**config.mk**
```make
export PLATFORM = sky130hd
export DESIGN_NAME = fpu_cvt_writeback
export DESIGN_NICKNAME = d
export VERILOG_FILES = /design/src/rtl/fpu_cvt_writeback.sv
export SDC_FILE = /design/constraint.sdc
export NUM_CORES = 1
export LEC_CHECK = 0
export CELL_PAD_IN_SITES_DETAIL_PLACEMENT = 1
export CELL_PAD_IN_SITES_GLOBAL_PLACEMENT = 1
export CORE_MARGIN = 10
export CORE_UTILIZATION = 32
export CTS_CLUSTER_DIAMETER = 30
export DETAILED_ROUTE_END_ITERATION = 8
export PLACE_DENSITY = 0.54
export SLEW_MARGIN = 20
export SYNTH_ARGS = -nofsm -noshare
export SYNTH_HDL_FRONTEND = slang
export SYNTH_SLANG_ARGS = --single-unit
export TNS_END_PERCENT = 20
```
**constraint.sdc**
```tcl
create_clock -name clk -period 8.9 [get_ports clk]
set_input_delay 2.225 -clock clk [delete_from_list [all_inputs] [get_ports clk]]
set_output_delay 2.225 -clock clk [all_outputs]
set_load 0.01 [all_outputs]
```
**src/rtl/fpu_cvt_writeback.sv**
```systemverilog
// fpu_cvt_writeback: writeback stage behind the FP32 conversion unit.
// Each conversion result is formatted for its register file and queued in a small in-order FIFO.
// The head entry is offered to the commit arbiter with a valid/ready handshake.
// The exception flags of each committed entry are accumulated into the sticky fflags register.
// Optional build macro CVT_WB_BYPASS_EN adds a zero-latency path from the input to the output.
// That path is used only when the FIFO is empty.
module fpu_cvt_writeback #(
  parameter int DEPTH = 4,
  parameter int RD_W  = 5
) (
  input  logic                      clk,
  input  logic                      rst_n,
  input  logic                      in_valid,
  output logic                      in_ready,
  input  logic [63:0]               in_result,
  input  logic [1:0]                in_output_type,
  input  logic [RD_W-1:0]           in_rd,
  input  logic                      in_flag_invalid,
  input  logic                      in_flag_overflow,
  input  logic                      in_flag_underflow,
  input  logic                      in_flag_inexact,
  output logic                      out_valid,
  input  logic                      out_ready,
  output logic                      out_is_fp,
  output logic [RD_W-1:0]           out_rd,
  output logic [63:0]               out_data,
  input  logic                      flush,
  input  logic                      csr_we,
  input  logic [4:0]                csr_wdata,
  output logic [4:0]                fflags,
  output logic [$clog2(DEPTH):0]    count
);

  localparam int PTR_W = $clog2(DEPTH);
  localparam int CNT_W = PTR_W + 1;
  localparam logic [CNT_W-1:0] FULL = CNT_W'(DEPTH);

  typedef enum logic [1:0] {
    OT_FP32   = 2'b00,
    OT_FP64   = 2'b01,
    OT_INT32  = 2'b10,
    OT_UINT32 = 2'b11
  } out_type_e;

  typedef struct packed {
    logic [63:0]     data;
    logic [RD_W-1:0] rd;
    logic            is_fp;
    logic [4:0]      flags;   // {NV, DZ(always 0), OF, UF, NX}
  } entry_t;

  entry_t          mem [DEPTH];
  entry_t          in_entry;
  entry_t          head;
  out_type_e       in_type;
  logic [PTR_W-1:0] wr_ptr;
  logic [PTR_W-1:0] rd_ptr;
  logic            fifo_valid;
  logic            enq;
  logic            deq;
  logic            deq_fifo;
  logic [4:0]      commit_flags;

  assign in_type    = out_type_e'(in_output_type);
  assign fifo_valid = (count != '0);
  // Ready depends only on occupancy, so there is no combinational path from out_ready to in_ready.
  assign in_ready   = (count != FULL);

  // Format the incoming result into a register-file-ready entry.
  always_comb begin
    // NOTE: every field gets a default first so no path through the case leaves a latch behind.
    in_entry       = '0;
    in_entry.rd    = in_rd;
    in_entry.flags = {in_flag_invalid, 1'b0, in_flag_overflow, in_flag_underflow, in_flag_inexact};
    case (in_type)
      OT_FP64: begin
        in_entry.data  = in_result;
        in_entry.is_fp = 1'b1;
      end
      OT_FP32: begin
        in_entry.data  = {32'hFFFF_FFFF, in_result[31:0]};
        in_entry.is_fp = 1'b1;
      end
      // UINT32 is sign-extended like INT32, which matches the RV64 convention for 32-bit results.
      default: begin
        in_entry.data  = {{32{in_result[31]}}, in_result[31:0]};
        in_entry.is_fp = 1'b0;
      end
    endcase
  end

  // Select what is presented to the commit stage and decide enqueue/dequeue.
  always_comb begin
`ifdef CVT_WB_BYPASS_EN
    if (fifo_valid)    head = mem[rd_ptr];
    else if (in_valid) head = in_entry;
    else               head = '0;
    out_valid = fifo_valid || in_valid;
    // An entry that is consumed straight through the bypass is never written into the FIFO.
    enq       = in_valid && in_ready && !flush && !(!fifo_valid && out_ready);
`else
    head      = fifo_valid ? mem[rd_ptr] : '0;
    out_valid = fifo_valid;
    enq       = in_valid && in_ready && !flush;
`endif
    deq          = out_valid && out_ready;
    deq_fifo     = deq && fifo_valid;
    commit_flags = deq ? head.flags : 5'b0;
  end

  assign out_data  = head.data;
  assign out_rd    = head.rd;
  assign out_is_fp = head.is_fp;

  // Advance the pointers and the occupancy; a flush overrides everything.
  always_ff @(posedge clk or negedge rst_n) begin
    if (!rst_n) begin
      // NOTE: state is updated with non-blocking assignments so every register samples pre-edge values.
      wr_ptr <= '0;
      rd_ptr <= '0;
      count  <= '0;
    end else if (flush) begin
      wr_ptr <= '0;
      rd_ptr <= '0;
      count  <= '0;
    end else begin
      if (enq)      wr_ptr <= wr_ptr + PTR_W'(1);
      if (deq_fifo) rd_ptr <= rd_ptr + PTR_W'(1);
      case ({enq, deq_fifo})
        2'b10:   count <= count + CNT_W'(1);
        2'b01:   count <= count - CNT_W'(1);
        default: count <= count;
      endcase
    end
  end

  // Write the formatted entry into FIFO storage.
  always_ff @(posedge clk) begin
    // NOTE: storage is not reset; an entry is only visible through the head mux once count covers it.
    if (enq) mem[wr_ptr] <= in_entry;
  end

  // Sticky flags: a software write replaces the old value, and committed flags are always ORed in.
  always_ff @(posedge clk or negedge rst_n) begin
    if (!rst_n) fflags <= 5'b0;
    else        fflags <= (csr_we ? csr_wdata : fflags) | commit_flags;
  end

endmodule

```
==> flow_metrics.env, run 1 <==
export IMPL_synth_seq_area_share_pct=75.0
export IMPL_worstPathMaxFanout=43
export IMPL_mostFrequentLayoutCell="edfxtp_1"
export IMPL_clk_pin_slew_worst_paths_ns=0.05
export IMPL_peakVddDrop_uv=234
export IMPL_cts_num_sinks=308
export IMPL_final_hold_viol_count=0
export IMPL_synthFlopType="edfxtp_1"
export IMPL_netlist_instances=591
export IMPL_placed_cell_area_mm2=0.0144
export IMPL_fin_crit_ns=5.89
export IMPL_cts_setup_buffers=0
export IMPL_htreeDepth=3
export IMPL_syn_num_nets=682
export IMPL_crit_required_ns=6.68
export IMPL_start_util_pct=32.4
export IMPL_grt_pass1_wl_mm=45.9
export IMPL_grt_overflow=0
export IMPL_relSlewSlack_pct=38.2
export IMPL_design_area_mm2=0.0168
export IMPL_cts_buffers=76
export IMPL_cp_start_kind="flip-flop"
export IMPL_hpwl_mm=17.3
export IMPL_rsz0062_at_grt="false"
export IMPL_final_cell_mix="edfxtp_1 (296), clkdlybuf4s50_1 (165), clkbuf_16 (77), mux4_2 (74), and2_1 (71)"
export IMPL_syn_to_final_growth_pct=37.4
export IMPL_leakage_nw=5.50
export IMPL_antenna_found_initial=2
export IMPL_power_w=0.00499
export IMPL_cts_buffer_depth=3
export IMPL_die_h_um=216
export IMPL_min_path_type="flip-flop to flip-flop"
export IMPL_grt_max_degree=47
export IMPL_die_w_um=216
export IMPL_place_congestion=0.692
export IMPL_insertion_delay_ns=0.55
export IMPL_drt_first_iter_violations=293
export IMPL_track_usage_pct=12.9
export IMPL_worstMarginPinSlew_ns=0.927
export IMPL_dr_pass1_iters=4
export IMPL_grt_pass1_vias=7619
export IMPL_yosys_warnings=0
export IMPL_ys_ff_latch=308
export IMPL_cts_resized_gates=0
export IMPL_synth_edff_count=296
export IMPL_vias=6448
export IMPL_core_mm2=0.0378
export IMPL_cts_root_buf="clkbuf_16"
export IMPL_layout_drive_gt1_share_pct=23.2
export IMPL_netlist_area_mm2=0.0122
export IMPL_hold_ws_ns=0.501
export IMPL_status="finished, final reports clean"
export IMPL_p_per_area_mw_per_mm2=297
export IMPL_final_setup_viol_count=0
export IMPL_cts_hold_buf=0
export IMPL_cts_tree="built"
export IMPL_rows=71
export IMPL_clock_fmax_mhz=170
export IMPL_synth_area_per_cell_um2=20.7
export IMPL_fin_util_pct=44.6
export IMPL_end_kind="output pin"
export IMPL_ys_types=36
export IMPL_place_port_buffers=165
export IMPL_tns_ns=0
export IMPL_drv_slew=0
export IMPL_viasPerCell=4.70
export IMPL_io_pins=166
export IMPL_die_area_mm2=0.0465
export IMPL_drc_errors=0
export IMPL_async_flop_share_pct=3.90
export IMPL_num_nets_final=896
export IMPL_critical_path_arrival_ns=3.67
export IMPL_fin_crit_sh_pct=66.2
export IMPL_routed_wl_mm=30.0
export IMPL_drv_cap=0
export IMPL_critPathKind="flip-flop to output pin"
export IMPL_wl_per_cell_um=21.9
export IMPL_antenna_left=0
export IMPL_clock_skew_ns=0.0115
[flip-flops by register name (all words and copies together) (netlist names)]
| signal | count |
|---|---|
| count | 3 |
| fflags | 5 |
| mem | 296 |
| rd_ptr | 2 |
| wr_ptr | 2 |
[report_power, final]
group,internal [W],leakage [nW],switching [W],total [W]
registers,0.00166,2.82,0.0000528,0.00171
logic,0.000375,1.51,0.000303,0.000678
clock network,0.00183,1.18,0.000771,0.00260
[layout make-up]
| type | count | area (um2) |
|---|---|---|
| clock buffer | 93 | 2000 |
| tap | 511 | 639 |
| multi-input combinational | 239 | 2790 |
| timing repair buffer | 174 | 1720 |
| sequential | 308 | 9200 |
| fill | 3555 | 20900 |
| inverter | 6 | 22.5 |
| clock inverter | 41 | 450 |
| antenna | 1 | 2.50 |
[cell families (layout without fill, tap and decap cells)]
| kind of cell | count (synthesis) | count (layout) | share of synthesized area [%] |
|---|---|---|---|
| xor gates and xnor gates | 3 | 3 | 0.215 |
| and+or+nand+nor | 102 | 102 | 4.98 |
| AOI/OAI and AO/OA | 50 | 50 | 2.93 |
| buffers and inverters | 44 | 314 | 2.25 |
| other | 0 | 1 | 0 |
| DFF | 308 | 308 | 75.0 |
| muxes | 79 | 79 | 14.0 |
| adders and majority gates | 5 | 5 | 0.572 |
[cell usage after synthesis, types with 2 or more instances]
library cell  instances  area share, %
mux4_2               74             14
o21a_1               32            2.0
nand2b_1              4           0.20
dfrtp_1              12            2.5
buf_1                 6           0.18
buf_2                 8           0.33
buf_4                 3           0.18
nand2_1               6           0.18
buf_12                5           0.82
and2_1               75            3.8
o22ai_1               3           0.15
inv_1                 6           0.18
xor2_1                3           0.21
nor3b_1               2           0.12
a21oi_1               3           0.12
a211oi_1              2           0.12
nand3_1               6           0.25
mux2i_1               4           0.33
nor2_1                5           0.15
ha_1                  4           0.41
clkbuf_1             15           0.46
edfxtp_1            296             73
o21ai_0               4           0.16
[per-stage QoR]
stage | setup slack (ns) | std cells
floorplan | 3.92 | 591
global route | 2.63 | 1372
finish | 3.01 | 1373
CTS | 2.79 | 1372
global placement | 3.43 | 1238
detailed placement | 3.43 | 1238
[final timing paths]
path | startpoint | end | slack (ns) | cells after the start
min in group asynchronous | rst_n | rd_ptr[0] | 2.06 | 1
hold / removal | fflags[0] | fflags[0] | 0.50 | 2
hold reg to reg | fflags[0] | fflags[0] | 0.50 | 2
max in group asynchronous | rst_n | rd_ptr[1] | 6.39 | 1
setup / recovery | rd_ptr[0] | out_data[38] | 3.01 | 4
setup reg to reg | count[0] | mem[1][70] | 5.97 | 4
[worst max-delay path: stages, from the launching register on]
cell and delay, ns:
dfrtp_4 1.04, buf_4 0.74, mux4_2 0.59, and2_1 0.21, clkdlybuf4s50_1 0.50
[per-layer routing]
layer,up-vias,global-route usage [%],part of all wire [%]
met3,55,4.98,6.8
met5,-,0,0.040
met1,3366,14.3,41
met2,184,22.2,51
li1,2841,-,-
met4,2,4.41,1.8
Power figures use the tool's default switching activity.
==> run 2: changes to the inputs <==
--- a/config.mk
+++ b/config.mk
@@ -11,7 +11,7 @@
 export CORE_UTILIZATION = 32
 export CTS_CLUSTER_DIAMETER = 30
 export DETAILED_ROUTE_END_ITERATION = 8
-export PLACE_DENSITY = 0.54
+export PLACE_DENSITY = 0.57
 export SLEW_MARGIN = 20
 export SYNTH_ARGS = -nofsm -noshare
 export SYNTH_HDL_FRONTEND = slang
==> constraint.sdc (replaced) <==
create_clock -name clk -period 5.1 [get_ports clk]
set_input_delay 1.275 -clock clk [delete_from_list [all_inputs] [get_ports clk]]
set_output_delay 1.275 -clock clk [all_outputs]
set_load 0.01 [all_outputs]
==> flow_metrics.env, run 2 (synthesis gave the netlist of run 1 again) <==
export IMPL_final_hold_viol_count=0
export IMPL_place_congestion=0.716
export IMPL_relSlewSlack_pct=36.0
export IMPL_peakVddDrop_uv=200
export IMPL_io_pins=166
export IMPL_crit_slowest_cell="or3_2"
export IMPL_combinationalPowerShare_pct=14.1
export IMPL_die_area_mm2=0.0465
export IMPL_worstMarginPinSlew_ns=0.960
export IMPL_antenna_left=0
export IMPL_hpwl_mm=19.6
export IMPL_mostFrequentLayoutCell="edfxtp_1"
export IMPL_min_path_type="flip-flop to flip-flop"
export IMPL_syn_to_final_growth_pct=37.8
export IMPL_switching_share_pct=23.8
export IMPL_num_nets_final=903
export IMPL_hold_ws_ns=0.511
export IMPL_cts_buffer_depth=3
export IMPL_grt_pass1_wl_mm=46.5
export IMPL_clk_pin_slew_worst_paths_ns=0.04
export IMPL_wl_per_cell_um=22.2
export IMPL_p_sw_w=0.00206
export IMPL_grt_overflow=0
export IMPL_die_w_um=216
export IMPL_cts_tree="built"
export IMPL_rsz0062_at_grt="false"
export IMPL_place_port_buffers=165
export IMPL_drv_cap=0
export IMPL_cp_buffers_inverters=2
export IMPL_largest_registers="mem x296, fflags x5, count x3"
export IMPL_cts_root_buf="clkbuf_16"
export IMPL_fin_crit_sh_pct=87.1
export IMPL_top_register="mem"
export IMPL_cpPeakStageDelay_ns=0.84
export IMPL_diodes=0
export IMPL_worstPathMaxFanout=52
export IMPL_largest_reg_flops=296
export IMPL_final_cell_mix="edfxtp_1 (296), clkdlybuf4s50_1 (165), mux4_2 (74), clkbuf_16 (73), and2_1 (71)"
export IMPL_critPathKind="flip-flop to output pin"
export IMPL_start_util_pct=32.4
export IMPL_cts_num_sinks=308
export IMPL_path_cells="or3_2 -> buf_4 -> and2_1 -> clkdlybuf4s50_1"
export IMPL_die_h_um=216
export IMPL_insertion_delay_ns=0.56
export IMPL_cts_resized_gates=0
export IMPL_end_kind="output pin"
export IMPL_fin_crit_ns=4.44
export IMPL_drv_slew=0
export IMPL_antenna_found_initial=1
export IMPL_drt_first_iter_violations=275
export IMPL_viasPerCell=4.67
export IMPL_clock_skew_ns=0.0218
export IMPL_layout_drive_gt1_share_pct=24.9
export IMPL_p_clk_share_pct=51.5
export IMPL_rows=71
export IMPL_crit_required_ns=3.83
export IMPL_critical_path_arrival_ns=3.17
export IMPL_vias=6456
export IMPL_cts_buffers=72
export IMPL_status="finished, final reports clean"
export IMPL_cp_start_kind="flip-flop"
export IMPL_clock_fmax_mhz=225
export IMPL_drc_errors=0
export IMPL_cts_setup_buffers=0
export IMPL_htreeDepth=3
export IMPL_track_usage_pct=13.0
export IMPL_routed_wl_mm=30.7
export IMPL_core_mm2=0.0378
export IMPL_leakage_nw=5.52
export IMPL_final_setup_viol_count=0
export IMPL_dr_pass1_iters=4
export IMPL_p_seq_share_pct=34.4
export IMPL_p_per_area_mw_per_mm2=513
export IMPL_cts_hold_buf=0
export IMPL_grt_pass1_vias=7414
export IMPL_tns_ns=0
export IMPL_grt_max_degree=53
export IMPL_path_delay_family="simple AND/OR/NAND/NOR gates"
export IMPL_internal_power_w=0.00659
-- run 2: cell type report --
type,count,area (um2)
clock buffers,81,1860
clock inverters,52,557
repair buffers,185,1810
well taps,511,639
flip-flops and latches,308,9200
fillers,3560,20900
inverters,6,22.5
multi-input cells,239,2790
-- run 2: through the flow --
step / cell area [um2] / utilization, % / worst slack, ns / power (W) / cells
2_1_floorplan: 12200 / - / 1.07 / 0.00366 / 591
4_1_cts: 16900 / 44.7 / 0.535 / 0.00880 / 1382
5_1_grt: 16900 / 44.7 / 0.417 / 0.00900 / 1382
6_report: 16900 / 44.7 / 0.659 / 0.00865 / 1382
3_3_place_gp: 14500 / 38.3 / 1.16 / 0.00425 / 1249
3_5_place_dp: 14500 / 38.3 / 1.05 / 0.00428 / 1249
-- run 2: worst paths after layout --
check                          start           end  slack (ns)  depth (start not counted)
max                         count[1]  out_data[34]        0.66                          4
min                        fflags[0]     fflags[0]        0.51                          2
max reg2reg                 count[1]    mem[0][38]        2.53                          4
min reg2reg                fflags[0]     fflags[0]        0.51                          2
max in group asynchronous      rst_n     rd_ptr[1]        3.54                          1
min in group asynchronous      rst_n      count[1]        1.10                          1
-- run 2: power by group through the flow --
| stage | Sequential (W) | Clock (W) | Combinational [W] |
|---|---|---|---|
| 6_report | 0.00298 | 0.00445 | 0.00122 |
| 5_1_grt | 0.00299 | 0.00468 | 0.00132 |
| 3_5_place_dp | 0.00303 | 0 | 0.00125 |
| 2_1_floorplan | 0.00296 | 0 | 0.000698 |
| 4_1_cts | 0.00298 | 0.00455 | 0.00126 |
| 3_3_place_gp | 0.00302 | 0 | 0.00123 |
-- run 2: worst min-delay path: stages, from the launching register on --
cell and delay (ns):
dfrtp_1 0.34, mux2i_1 0.07, nand2_1 0.06
-- run 2: per-layer routing --
layer / routed length, um / global-route usage (%) / share of wire (%)
met1: 13500 / 16.7 / 44
met2: 14600 / 20.5 / 48
met3: 2090 / 4.32 / 6.8
met5: 17 / 0 / 0.055
met4: 518 / 4.27 / 1.7
==> run 3: changes to the inputs <==
--- a/config.mk
+++ b/config.mk
@@ -7,6 +7,7 @@
 export LEC_CHECK = 0
 export CELL_PAD_IN_SITES_DETAIL_PLACEMENT = 1
 export CELL_PAD_IN_SITES_GLOBAL_PLACEMENT = 1
+export CORE_ASPECT_RATIO = 0.5
 export CORE_MARGIN = 10
 export CORE_UTILIZATION = 32
 export CTS_CLUSTER_DIAMETER = 30
==> flow_metrics.env, run 3 (synthesis gave the netlist of run 1 again) <==
export IMPL_worstPathMaxFanout=28
export IMPL_vias=6163
export IMPL_final_hold_viol_count=0
export IMPL_largest_registers="mem x296, fflags x5, count x3"
export IMPL_status="finished, final reports clean"
export IMPL_place_congestion=0.695
export IMPL_peakVddDrop_uv=182
export IMPL_mostFrequentLayoutCell="edfxtp_1"
export IMPL_critPathKind="flip-flop to output pin"
export IMPL_fin_crit_sh_pct=82.8
export IMPL_die_area_mm2=0.0470
export IMPL_insertion_delay_ns=0.53
export IMPL_crit_path_start="rd_ptr[0]"
export IMPL_power_w=0.00726
export IMPL_num_nets_final=868
export IMPL_p_per_area_mw_per_mm2=453
export IMPL_worstReg2RegStart="count[1]"
export IMPL_worstMarginPinSlew_ns=0.705
export IMPL_cts_num_sinks=308
export IMPL_r2r_end="mem[2][49]"
export IMPL_reg2reg_slack_ns=2.50
export IMPL_grt_max_degree=43
export IMPL_place_port_buffers=165
export IMPL_r2r_cells=4
export IMPL_antenna_left=0
export IMPL_layout_drive_gt1_share_pct=20.9
export IMPL_rsz0062_at_grt="false"
export IMPL_grt_pass1_vias=7000
export IMPL_wl_met3_um=933
export IMPL_cts_hold_buf=0
export IMPL_p_clk_share_pct=42.4
export IMPL_cp_start_kind="flip-flop"
export IMPL_largest_reg_flops=296
export IMPL_top_layer_used="met4"
export IMPL_cts_tree="built"
export IMPL_tns_ns=0
export IMPL_leakage_nw=5.11
export IMPL_final_setup_viol_count=0
export IMPL_hold_ws_ns=0.501
export IMPL_combinationalPowerShare_pct=16.8
export IMPL_start_util_pct=32.6
export IMPL_core_mm2=0.0376
export IMPL_clock_fmax_mhz=237
export IMPL_fill_cells=3577
export IMPL_grt_pass1_wl_mm=43.6
export IMPL_htreeDepth=2
export IMPL_grt_overflow=0
export IMPL_cp_buffers_inverters=2
export IMPL_track_usage_pct=12.2
export IMPL_p_seq_share_pct=40.8
export IMPL_cp_num_cells=4
export IMPL_hpwl_mm=18.6
export IMPL_fin_cells=1330
export IMPL_antenna_found_initial=0
export IMPL_rows=50
export IMPL_clk_pin_slew_worst_paths_ns=0.05
export IMPL_cts_resized_gates=0
export IMPL_viasPerCell=4.63
export IMPL_numPlacedInstances=1253
export IMPL_critical_path_arrival_ns=2.95
export IMPL_cts_buffers=42
export IMPL_io_pins=166
export IMPL_drv_slew=0
export IMPL_cts_buffer_depth=3
export IMPL_path_delay_family="buffers and inverters"
export IMPL_path_cells="buf_4 -> mux4_2 -> and2_1 -> clkdlybuf4s50_1"
export IMPL_p_sw_w=0.00172
export IMPL_die_h_um=158
export IMPL_m1WireLength_mm=11.3
export IMPL_top_register="mem"
export IMPL_switching_share_pct=23.7
export IMPL_drc_errors=0
export IMPL_syn_to_final_growth_pct=30.9
export IMPL_drt_first_iter_violations=382
export IMPL_die_w_um=297
export IMPL_wl_met2_mm=16.1
export IMPL_min_path_type="flip-flop to flip-flop"
export IMPL_internal_power_w=0.00554
export IMPL_wl_per_cell_um=21.6
export IMPL_cts_root_buf="clkbuf_16"
export IMPL_fin_crit_ns=4.22
export IMPL_routed_wl_mm=28.8
export IMPL_end_kind="output pin"
export IMPL_drv_cap=0
export IMPL_crit_slowest_cell="dfrtp_4"
export IMPL_dr_pass1_iters=4
export IMPL_diodes=0
export IMPL_cpPeakStageDelay_ns=0.84
export IMPL_final_cell_mix="edfxtp_1 (296), clkdlybuf4s50_1 (165), mux4_2 (74), and2_1 (71), clkbuf_16 (45)"
export IMPL_clock_skew_ns=0.0175
export IMPL_relSlewSlack_pct=53.0
export IMPL_cts_setup_buffers=0
export IMPL_crit_required_ns=3.83
export IMPL_endpoint="out_data[10]"
==> run 3: cell count changes in the layout (fill, tap and decap cells not counted), sizes merged <==
cell      change
clkinv       -11
clkbuf       -35
clkinvlp     -10
buf           -5
inv           +1
bufinv        -1
==> run 3: worst min path at each step <==
stage	cells after the start	start	endpoint
finish	2	fflags[2]	fflags[2]
global route	2	fflags[2]	fflags[2]
CTS	2	fflags[0]	fflags[0]
detailed placement	2	fflags[0]	fflags[0]
global placement	2	fflags[4]	fflags[4]
floorplan	2	fflags[0]	fflags[0]
==> run 3: worst reg2reg max path: stages, from the launching register on <==
cell and delay [ns]:
dfrtp_1 0.63, nor3b_1 0.16, nor3_1 0.44, and2_4 0.70, buf_4 0.36
==> run 3: metal layers <==
metal	vias up	GRT usage [%]
li1	2761	-
met1	3280	14.2
met2	88	22.9
met3	34	2.49
met4	0	3.21
met5	-	0
==> run 3: cell type report <==
type | count | area (um2) | share of cell area, %
flip-flops and latches | 308 | 9200 | 57.3
multi-input cells | 239 | 2790 | 17.4
repair buffers | 180 | 1860 | 11.6
clock buffers | 46 | 1130 | 7.05
well taps | 520 | 651 | 4.06
clock inverters | 31 | 379 | 2.36
inverters | 6 | 22.5 | 0.140
==> run 3: power by group through the flow <==
stage	Sequential, W	Combinational (W)	Clock (W)
3_3_place_gp	0.00302	0.00126	0
3_5_place_dp	0.00302	0.00126	0
2_1_floorplan	0.00296	0.000698	0
4_1_cts	0.00297	0.00127	0.00314
6_report	0.00297	0.00122	0.00307
5_1_grt	0.00298	0.00132	0.00327
==> run 3: metrics by stage <==
step	area, um2	setup slack [ns]	util [%]
after floorplan	12200	1.07	-
after global placement	14500	1.14	38.6
after detailed placement	14500	1.06	38.6
after CTS	16000	0.784	42.7
after global routing	16000	0.692	42.7
final	16000	0.877	42.7
